[config.mk]
export PLATFORM = sky130hd
export DESIGN_NAME = ysyx_mem_arbiter_flat
export DESIGN_NICKNAME = d
export VERILOG_FILES = /design/src/rtl/ysyx_pkg.sv /design/src/rtl/ysyx_mem_arbiter_if.sv /design/src/rtl/ysyx_arb_prio.sv /design/src/rtl/ysyx_mem_arbiter.sv /design/src/flat_wrapper.sv
export SDC_FILE = /design/constraint.sdc
export NUM_CORES = 1
export LEC_CHECK = 0
export BUFFER_PORTS_ARGS = -buffer_cell sky130_fd_sc_hd__buf_2
export CAP_MARGIN = 20
export CORE_ASPECT_RATIO = 1.75
export CORE_MARGIN = 8
export CORE_UTILIZATION = 47
export CTS_CLUSTER_SIZE = 10
export DETAILED_ROUTE_END_ITERATION = 6
export GPL_ROUTABILITY_DRIVEN = 1
export GPL_TIMING_DRIVEN = 0
export HOLD_SLACK_MARGIN = 0.05
export PLACE_DENSITY = 0.81
export SLEW_MARGIN = 5
export SYNTH_ARGS = -nofsm -noshare
export SYNTH_HDL_FRONTEND = slang
export SYNTH_SLANG_ARGS = --single-unit
[constraint.sdc]
create_clock -name clk -period 2.2 [get_ports clk]
set_clock_uncertainty 0.15 [all_clocks]
set_input_delay 0.11 -clock clk [delete_from_list [all_inputs] [get_ports clk]]
set_output_delay 0.11 -clock clk [all_outputs]
set_load 0.02 [all_outputs]
[src/rtl/ysyx_pkg.sv]
// Shared types and widths for the ysyx memory arbiter slice.
// The core data/address width is taken from `YSYX_W_WIDTH when the build defines it.
`ifndef YSYX_W_WIDTH
`define YSYX_W_WIDTH 32
`endif

package ysyx_pkg;

    localparam int YSYX_W   = `YSYX_W_WIDTH;
    localparam int STREAK_W = 4;
    localparam int WDOG_W   = 8;

    typedef enum logic [1:0] {
        GNT_NONE,
        GNT_IFU,
        GNT_LSU
    } grant_e;

    typedef enum logic [1:0] {
        ARB_IDLE,
        ARB_ADDR,
        ARB_RESP
    } arb_state_e;

endpackage

[src/rtl/ysyx_mem_arbiter_if.sv]
// Downstream core memory port: one request channel plus read-data and write-complete returns.
interface ysyx_mem_arbiter_if #(
    parameter int BIT_W = ysyx_pkg::YSYX_W
);

    logic               avalid;
    logic               aready;
    logic               wen;
    logic [BIT_W-1:0]   addr;
    logic [BIT_W-1:0]   wdata;
    logic [BIT_W/8-1:0] wstrb;
    logic               rvalid;
    logic [BIT_W-1:0]   rdata;
    logic               bvalid;

    modport master (
        output avalid,
        output wen,
        output addr,
        output wdata,
        output wstrb,
        input  aready,
        input  rvalid,
        input  rdata,
        input  bvalid
    );

    modport slave (
        input  avalid,
        input  wen,
        input  addr,
        input  wdata,
        input  wstrb,
        output aready,
        output rvalid,
        output rdata,
        output bvalid
    );

endinterface

[src/rtl/ysyx_arb_prio.sv]
// Grant select: LSU wins a tie unless it has used up its streak while IFU waits.
module ysyx_arb_prio
    import ysyx_pkg::*;
(
    input  logic   ifu_req,
    input  logic   lsu_req,
    input  logic   streak_max,
    output grant_e grant
);

    always_comb begin
        grant = GNT_NONE;
        if (lsu_req && !(ifu_req && streak_max)) begin
            grant = GNT_LSU;
        end else if (ifu_req) begin
            grant = GNT_IFU;
        end
    end

endmodule

[src/rtl/ysyx_mem_arbiter.sv]
// Shares the core memory port between IFU fetches and LSU loads/stores, one transaction at a time,
// with LSU priority bounded by a streak counter and a watchdog that aborts hung transactions.
module ysyx_mem_arbiter
    import ysyx_pkg::*;
#(
    parameter int BIT_W          = YSYX_W,
    parameter int MAX_LSU_STREAK = 4,
    parameter int TIMEOUT        = 255
) (
    input  logic               clk,
    input  logic               rst,

    input  logic               ifu_avalid_i,
    input  logic [BIT_W-1:0]   ifu_addr_i,
    output logic               ifu_rvalid_o,
    output logic [BIT_W-1:0]   ifu_rdata_o,

    input  logic               lsu_avalid_i,
    input  logic               lsu_wen_i,
    input  logic [BIT_W-1:0]   lsu_addr_i,
    input  logic [BIT_W-1:0]   lsu_wdata_i,
    input  logic [BIT_W/8-1:0] lsu_wstrb_i,
    output logic               lsu_rvalid_o,
    output logic               lsu_wready_o,
    output logic [BIT_W-1:0]   lsu_rdata_o,

    output logic               err_o,

    ysyx_mem_arbiter_if.master mem
);

    arb_state_e          state_q;
    arb_state_e          state_d;
    grant_e              grant_q;
    grant_e              arb_grant;
    logic [STREAK_W-1:0] streak_q;
    logic [WDOG_W-1:0]   wdog_q;
    logic                wen_q;
    logic [BIT_W-1:0]    addr_q;
    logic [BIT_W-1:0]    wdata_q;
    logic [BIT_W/8-1:0]  wstrb_q;

    logic                streak_max;
    logic                complete;
    logic                timeout;
    logic                finish;
    logic [BIT_W-1:0]    resp_data;

    assign streak_max = (streak_q == STREAK_W'(MAX_LSU_STREAK));

    ysyx_arb_prio u_prio (
        .ifu_req    (ifu_avalid_i),
        .lsu_req    (lsu_avalid_i),
        .streak_max (streak_max),
        .grant      (arb_grant)
    );

    // Completion only counts in RESP, so stray returns in IDLE/ADDR fall on the floor.
    // A completion arriving on the last watchdog cycle still beats the abort.
    always_comb begin
        complete = 1'b0;
        if (state_q == ARB_RESP) begin
            complete = (grant_q == GNT_LSU && wen_q) ? mem.bvalid : mem.rvalid;
        end
        timeout   = (state_q != ARB_IDLE) && (wdog_q == WDOG_W'(TIMEOUT - 1)) && !complete;
        finish    = complete || timeout;
        resp_data = timeout ? '0 : mem.rdata;
    end

    always_comb begin
        state_d    = state_q;
        mem.avalid = (state_q == ARB_ADDR);
        mem.wen    = wen_q;
        mem.addr   = addr_q;
        mem.wdata  = wdata_q;
        mem.wstrb  = wstrb_q;
        case (state_q)
            ARB_IDLE: begin
                if (arb_grant != GNT_NONE) begin
                    state_d = ARB_ADDR;
                end
            end
            ARB_ADDR: begin
                if (timeout) begin
                    state_d = ARB_IDLE;
                end else if (mem.aready) begin
                    state_d = ARB_RESP;
                end
            end
            ARB_RESP: begin
                if (finish) begin
                    state_d = ARB_IDLE;
                end
            end
            default: state_d = ARB_IDLE;
        endcase
    end

    always_ff @(posedge clk or negedge rst) begin
        if (!rst) begin
            state_q <= ARB_IDLE;
        end else begin
            state_q <= state_d;
        end
    end

    // Grant and request fields are captured only while idle and then held for the whole transaction.
    always_ff @(posedge clk or negedge rst) begin
        if (!rst) begin
            grant_q <= GNT_NONE;
            wen_q   <= 1'b0;
            addr_q  <= '0;
            wdata_q <= '0;
            wstrb_q <= '0;
        end else if (state_q == ARB_IDLE) begin
            grant_q <= arb_grant;
            if (arb_grant == GNT_LSU) begin
                wen_q   <= lsu_wen_i;
                addr_q  <= lsu_addr_i;
                wdata_q <= lsu_wdata_i;
                wstrb_q <= lsu_wstrb_i;
            end else if (arb_grant == GNT_IFU) begin
                wen_q   <= 1'b0;
                addr_q  <= ifu_addr_i;
                wdata_q <= '0;
                wstrb_q <= '0;
            end
        end
    end

    // The streak only grows while IFU is actually waiting, so an idle fetch unit never gets starved credit.
    always_ff @(posedge clk or negedge rst) begin
        if (!rst) begin
            streak_q <= '0;
        end else if (state_q == ARB_IDLE) begin
            if (!ifu_avalid_i || arb_grant == GNT_IFU) begin
                streak_q <= '0;
            end else if (arb_grant == GNT_LSU && !streak_max) begin
                streak_q <= streak_q + 1'b1;
            end
        end
    end

    always_ff @(posedge clk or negedge rst) begin
        if (!rst) begin
            wdog_q <= '0;
        end else if (state_q == ARB_IDLE) begin
            wdog_q <= '0;
        end else begin
            wdog_q <= wdog_q + 1'b1;
        end
    end

    // Responses are one-cycle pulses routed only to the owner; an abort looks like a normal response with err_o.
    always_ff @(posedge clk or negedge rst) begin
        if (!rst) begin
            ifu_rvalid_o <= 1'b0;
            ifu_rdata_o  <= '0;
            lsu_rvalid_o <= 1'b0;
            lsu_wready_o <= 1'b0;
            lsu_rdata_o  <= '0;
            err_o        <= 1'b0;
        end else begin
            ifu_rvalid_o <= 1'b0;
            lsu_rvalid_o <= 1'b0;
            lsu_wready_o <= 1'b0;
            err_o        <= 1'b0;
            if (finish) begin
                err_o <= timeout;
                if (grant_q == GNT_IFU) begin
                    ifu_rvalid_o <= 1'b1;
                    ifu_rdata_o  <= resp_data;
                end else if (grant_q == GNT_LSU) begin
                    if (wen_q) begin
                        lsu_wready_o <= 1'b1;
                    end else begin
                        lsu_rvalid_o <= 1'b1;
                        lsu_rdata_o  <= resp_data;
                    end
                end
            end
        end
    end

endmodule

[src/flat_wrapper.sv]
// flat-port wrapper written by rule: the top's interface ports become plain ports
module ysyx_mem_arbiter_flat import ysyx_pkg::*;
#(
    parameter int BIT_W          = YSYX_W,
    parameter int MAX_LSU_STREAK = 4,
    parameter int TIMEOUT        = 255
)
  (clk, rst, ifu_avalid_i, ifu_addr_i, ifu_rvalid_o, ifu_rdata_o, lsu_avalid_i, lsu_wen_i, lsu_addr_i, lsu_wdata_i, lsu_wstrb_i, lsu_rvalid_o, lsu_wready_o, lsu_rdata_o, err_o, mem_avalid, mem_wen, mem_addr, mem_wdata, mem_wstrb, mem_aready, mem_rvalid, mem_rdata, mem_bvalid);
  ysyx_mem_arbiter_if #(.BIT_W(BIT_W)) mem_i ();
  input  logic clk;
  input  logic rst;
  input  logic ifu_avalid_i;
  input  logic [BIT_W-1:0] ifu_addr_i;
  output logic ifu_rvalid_o;
  output logic [BIT_W-1:0] ifu_rdata_o;
  input  logic lsu_avalid_i;
  input  logic lsu_wen_i;
  input  logic [BIT_W-1:0] lsu_addr_i;
  input  logic [BIT_W-1:0] lsu_wdata_i;
  input  logic [BIT_W/8-1:0] lsu_wstrb_i;
  output logic lsu_rvalid_o;
  output logic lsu_wready_o;
  output logic [BIT_W-1:0] lsu_rdata_o;
  output logic err_o;
  output wire logic [$bits(mem_i.avalid)-1:0] mem_avalid;
  output wire logic [$bits(mem_i.wen)-1:0] mem_wen;
  output wire logic [$bits(mem_i.addr)-1:0] mem_addr;
  output wire logic [$bits(mem_i.wdata)-1:0] mem_wdata;
  output wire logic [$bits(mem_i.wstrb)-1:0] mem_wstrb;
  input wire logic [$bits(mem_i.aready)-1:0] mem_aready;
  input wire logic [$bits(mem_i.rvalid)-1:0] mem_rvalid;
  input wire logic [$bits(mem_i.rdata)-1:0] mem_rdata;
  input wire logic [$bits(mem_i.bvalid)-1:0] mem_bvalid;
  assign mem_avalid = mem_i.avalid;
  assign mem_wen = mem_i.wen;
  assign mem_addr = mem_i.addr;
  assign mem_wdata = mem_i.wdata;
  assign mem_wstrb = mem_i.wstrb;
  assign mem_i.aready = mem_aready;
  assign mem_i.rvalid = mem_rvalid;
  assign mem_i.rdata = mem_rdata;
  assign mem_i.bvalid = mem_bvalid;
  ysyx_mem_arbiter #(.BIT_W(BIT_W), .MAX_LSU_STREAK(MAX_LSU_STREAK), .TIMEOUT(TIMEOUT)) u_core (.clk(clk), .rst(rst), .ifu_avalid_i(ifu_avalid_i), .ifu_addr_i(ifu_addr_i), .ifu_rvalid_o(ifu_rvalid_o), .ifu_rdata_o(ifu_rdata_o), .lsu_avalid_i(lsu_avalid_i), .lsu_wen_i(lsu_wen_i), .lsu_addr_i(lsu_addr_i), .lsu_wdata_i(lsu_wdata_i), .lsu_wstrb_i(lsu_wstrb_i), .lsu_rvalid_o(lsu_rvalid_o), .lsu_wready_o(lsu_wready_o), .lsu_rdata_o(lsu_rdata_o), .err_o(err_o), .mem(mem_i));
endmodule
==> impl_metrics.csv <==
group,metric,value,unit
status,status,"complete, no violations",
worst_setup_path,reg2reg_depth,7,
global_route,track_usage,29.0,%
power_and_ir_drop,switchingPower,6.18,mW
cts,cts_root_buf,"clkbuf_16",
global_route,grt_pass1_vias,7108,
cts,numClockSinks,153,
worst_setup_path,worstReg2RegStart,"u_core.streak_q[0]$_DFFE_PN0P_",
die,io-pin-count,278,
worst_setup_path,crit_path_start_kind,"flop",
synthesis,synth_commonest_cells,"dfrtp_1 (153), nand2_1 (113), o21ai_1 (70), a32o_1 (64), mux2i_1 (33)",
worst_setup_path,path_cells,"inv_1 > ha_1 > nand3b_1 > o21ai_4 > buf_4 > mux2i_1 > o21ai_1",
cts,numCtsBuffers,17,
synthesis,yosysTopAreaCell,"dfrtp_1",
timing,worst_slew_pin_slew,0.601,ns
drt,via_per_inst,5.67,
synthesis,ys_types,36,
synthesis,synthesis.area,6270,µm²
cts,clk_pin_slew_worst_paths,0.07,ns
power_and_ir_drop,seqPwrFrac,35.4,%
die,start_util,47.3,%
die,core,13200,µm²
timing,slew_violations,0,
timing,finalSetupViolCount,0,
cells_and_area,syn_to_final_growth,58.9,%
drt,vias,6648,
synthesis,yosysSeqAreaShare,61.1,%
synthesis,synthesis.instances,543,
worst_setup_path,critPathRequiredTime,2.33,ns
cts,clockBufferDepth,2,
timing,max_slew_margin,59.9,%
synthesis,yosysMostFrequentCell,"dfrtp_1",
die,dieWidth,103,µm
placement,port_buffers,277,
drt,drcViolationCount,0,
power_and_ir_drop,p_int,7.87,mW
power_and_ir_drop,leakagePower,5.02,nW
cells_and_area,design_area,9960,µm²
drt,drtIter0Drc,424,
min_path,worstHoldPathType,"input port to async pin",
synthesis,synth-async-reset-ratio,100,%
synthesis,ys.warnings.count,0,
synthesis,yosys.area.top_type_share,61.1,%
global_route,grt_first_pass_wirelength,38.5,mm
run,maxCapViolations,0,
power_and_ir_drop,swShare,44.0,%
cts,cts_max_level,4,
placement,placed_area,7910,µm²
worst_setup_path,r2r_end,"u_core.mem.addr[9]$_DFFE_PN0P_",
synthesis,synth_edf_count,0,
synthesis,synth_ff_type,"dfrtp_1",
global_route,grt_max_degree,79,
power_and_ir_drop,power_frac_clock,20.2,%
drt,drtAntennaViolNets,0,
drt,drt-total-wl,25.0,mm
die,num_rows,56,
die,dieHeight,169,µm
power_and_ir_drop,p_comb_share,44.4,%
worst_setup_path,ff2ff_setup_slack,0.04,ns
timing,max_freq,0.463,GHz
drt,first_pass_iters,7,
cells_and_area,nNetsFinal,1129,
power_and_ir_drop,power_density,1410,nW/µm²
cells_and_area,drive_above_1_share,34.7,%
worst_setup_path,worstSetupPathType,"flop to flop",
drt,routedWlPerCell,21.3,µm
worst_setup_path,crit_fanout,10,
die,die_area,17400,µm²
synthesis,syn_area_per_cell,11.5,µm²
timing,finalHoldViolations,0,
cts,cts_tree,"built",
synthesis,synth-seq-cells,153,
global_route,grt.overflow.total,0,
placement,gp_congestion,0.812,
synthesis,synth_nets,687,
timing,rsz0062_at_grt,"false",
cts,clk_latency,0.42,ns
placement,dpl.hpwl,14.7,mm
worst_setup_path,crit_slowest_cell,"dfrtp_1",
worst_setup_path,arrival,2.29,ns
timing,whs,0.0967,ns
timing,period_needed,2.16,ns
cells_and_area,fillers,795,
power_and_ir_drop,vdd_ir_drop_max,741,µV
synthesis,yosys-top-cells-area,"dfrtp_1 (61%), a32o_1 (10%), nand2_1 (6.8%)",
worst_setup_path,critical_path.max_stage_delay,0.43,ns
worst_setup_path,end_kind,"flop",
timing,finalCritPeriodShare,98.2,%
global_route,antenna_found_initial,1,
layer usage:
metal	part of all wire, %	global-route usage, %
met5	0	0
met4	4.4	14.3
met3	12	9.01
met2	50	48.6
met1	34	32.0
cells by family (layout without fill, tap and decap cells):
logic type	after synthesis	after routing	synth area share, %
flops	153	153	61.1
simple gates	149	149	10.3
compound gates	147	147	17.6
buf+inv	50	505	3.99
mux	34	34	5.49
xor+xnor	6	6	0.838
fa+ha+maj	4	4	0.798
other cells	0	1	0
placed cells by master, fill, tap and decap left out, drive strengths merged:
cell           n
a21o           1
a32o          64
a32oi          1
a41o           1
and3           2
and4           1
buf          301
bufinv         1
clkbuf        43
clkinv         3
clkinvlp       5
dfrtp        153
diode          1
dlygate4sd3  140
ha             4
inv           12
mux2i         34
nand2        113
nand3          6
nand3b         4
nand4          2
nor2          15
nor2b          2
nor3b          3
o21ai         77
o22ai          1
o31ai          1
o41ai          1
or2            1
xnor2          1
xor2           5
layout make-up:
cell class | count | area [µm²] | area share [%]
Antenna cell | 1 | 2.50 | 0.0251
Buffer | 43 | 230 | 2.31
Clock buffer | 18 | 439 | 4.41
Clock inverter | 14 | 139 | 1.39
Inverter | 7 | 26.3 | 0.264
Multi-Input combinational cell | 340 | 2210 | 22.2
Sequential cell | 153 | 3830 | 38.4
Tap cell | 174 | 218 | 2.19
Timing Repair Buffer | 423 | 2860 | 28.7
flip-flops by register name (all words and copies together) (netlist names), 2 cells and up:
signal	count
u_core.wdog_q	8
u_core.mem.wdata	32
u_core.state_q	2
u_core.streak_q	4
u_core.grant_q	2
u_core.mem.addr	32
u_core.lsu_rdata_o	32
u_core.mem.wstrb	4
u_core.ifu_rdata_o	32
worst max-delay path, delay by kind of cell, from the launching register on:
kind | cells | cell delay [ns]
flip-flops | 1 | 0.43
AO/OA/AOI/OAI | 2 | 0.42
multiplexers | 1 | 0.36
buffers and inverters | 2 | 0.35
AND/OR/NAND/NOR | 1 | 0.17
adder cells (fa/ha/maj) | 1 | 0.14
metrics by stage:
stage	setup TNS (ns)	instances	setup slack [ns]	util (%)	total power, mW
2_1_floorplan	0	543	0.379	-	8.35
3_3_place_gp	-205.34	994	-1.36	59.5	10.5
3_5_place_dp	-0.0779	995	-0.0779	59.7	10.6
4_1_cts	0	1167	0.0118	74.7	13.7
5_1_grt	0	1173	0.0367	75.2	14.7
6_report	0	1173	0.0393	75.2	14.0
worst max-delay path by stage:
stage	start	to	slack [ns]
finish	u_core.streak_q[0]$_DFFE_PN0P_	u_core.mem.addr[9]$_DFFE_PN0P_	0.04
global placement	rst	u_core.mem.addr[28]$_DFFE_PN0P_	-1.36
detailed placement	u_core.streak_q[0]$_DFFE_PN0P_	u_core.mem.addr[26]$_DFFE_PN0P_	-0.08
floorplan	u_core.wdog_q[0]$_DFF_PN0_	u_core.lsu_rdata_o[22]$_DFFE_PN0P_	0.38
global route	u_core.streak_q[0]$_DFFE_PN0P_	u_core.mem.addr[9]$_DFFE_PN0P_	0.04
CTS	u_core.streak_q[0]$_DFFE_PN0P_	u_core.mem.addr[26]$_DFFE_PN0P_	0.01
power by group through the flow:
stage | sequential [mW] | combinational [mW] | clock [mW]
6_report | 4.97 | 6.24 | 2.84
5_1_grt | 5.09 | 6.66 | 2.99
4_1_cts | 4.85 | 5.99 | 2.86
3_5_place_dp | 4.87 | 5.78 | 0
3_3_place_gp | 4.81 | 5.65 | 0
2_1_floorplan | 6.32 | 2.03 | 0
timing repair:
action                                 4_1_cts  5_1_grt
setup buffers                                0        5
resized for setup                            1       11
pin swaps                                    0        1
setup endpoints to repair                    1       58
endpoints found under the hold margin      285        0
hold buffers                               140        0
Power figures use the tool's default switching activity.
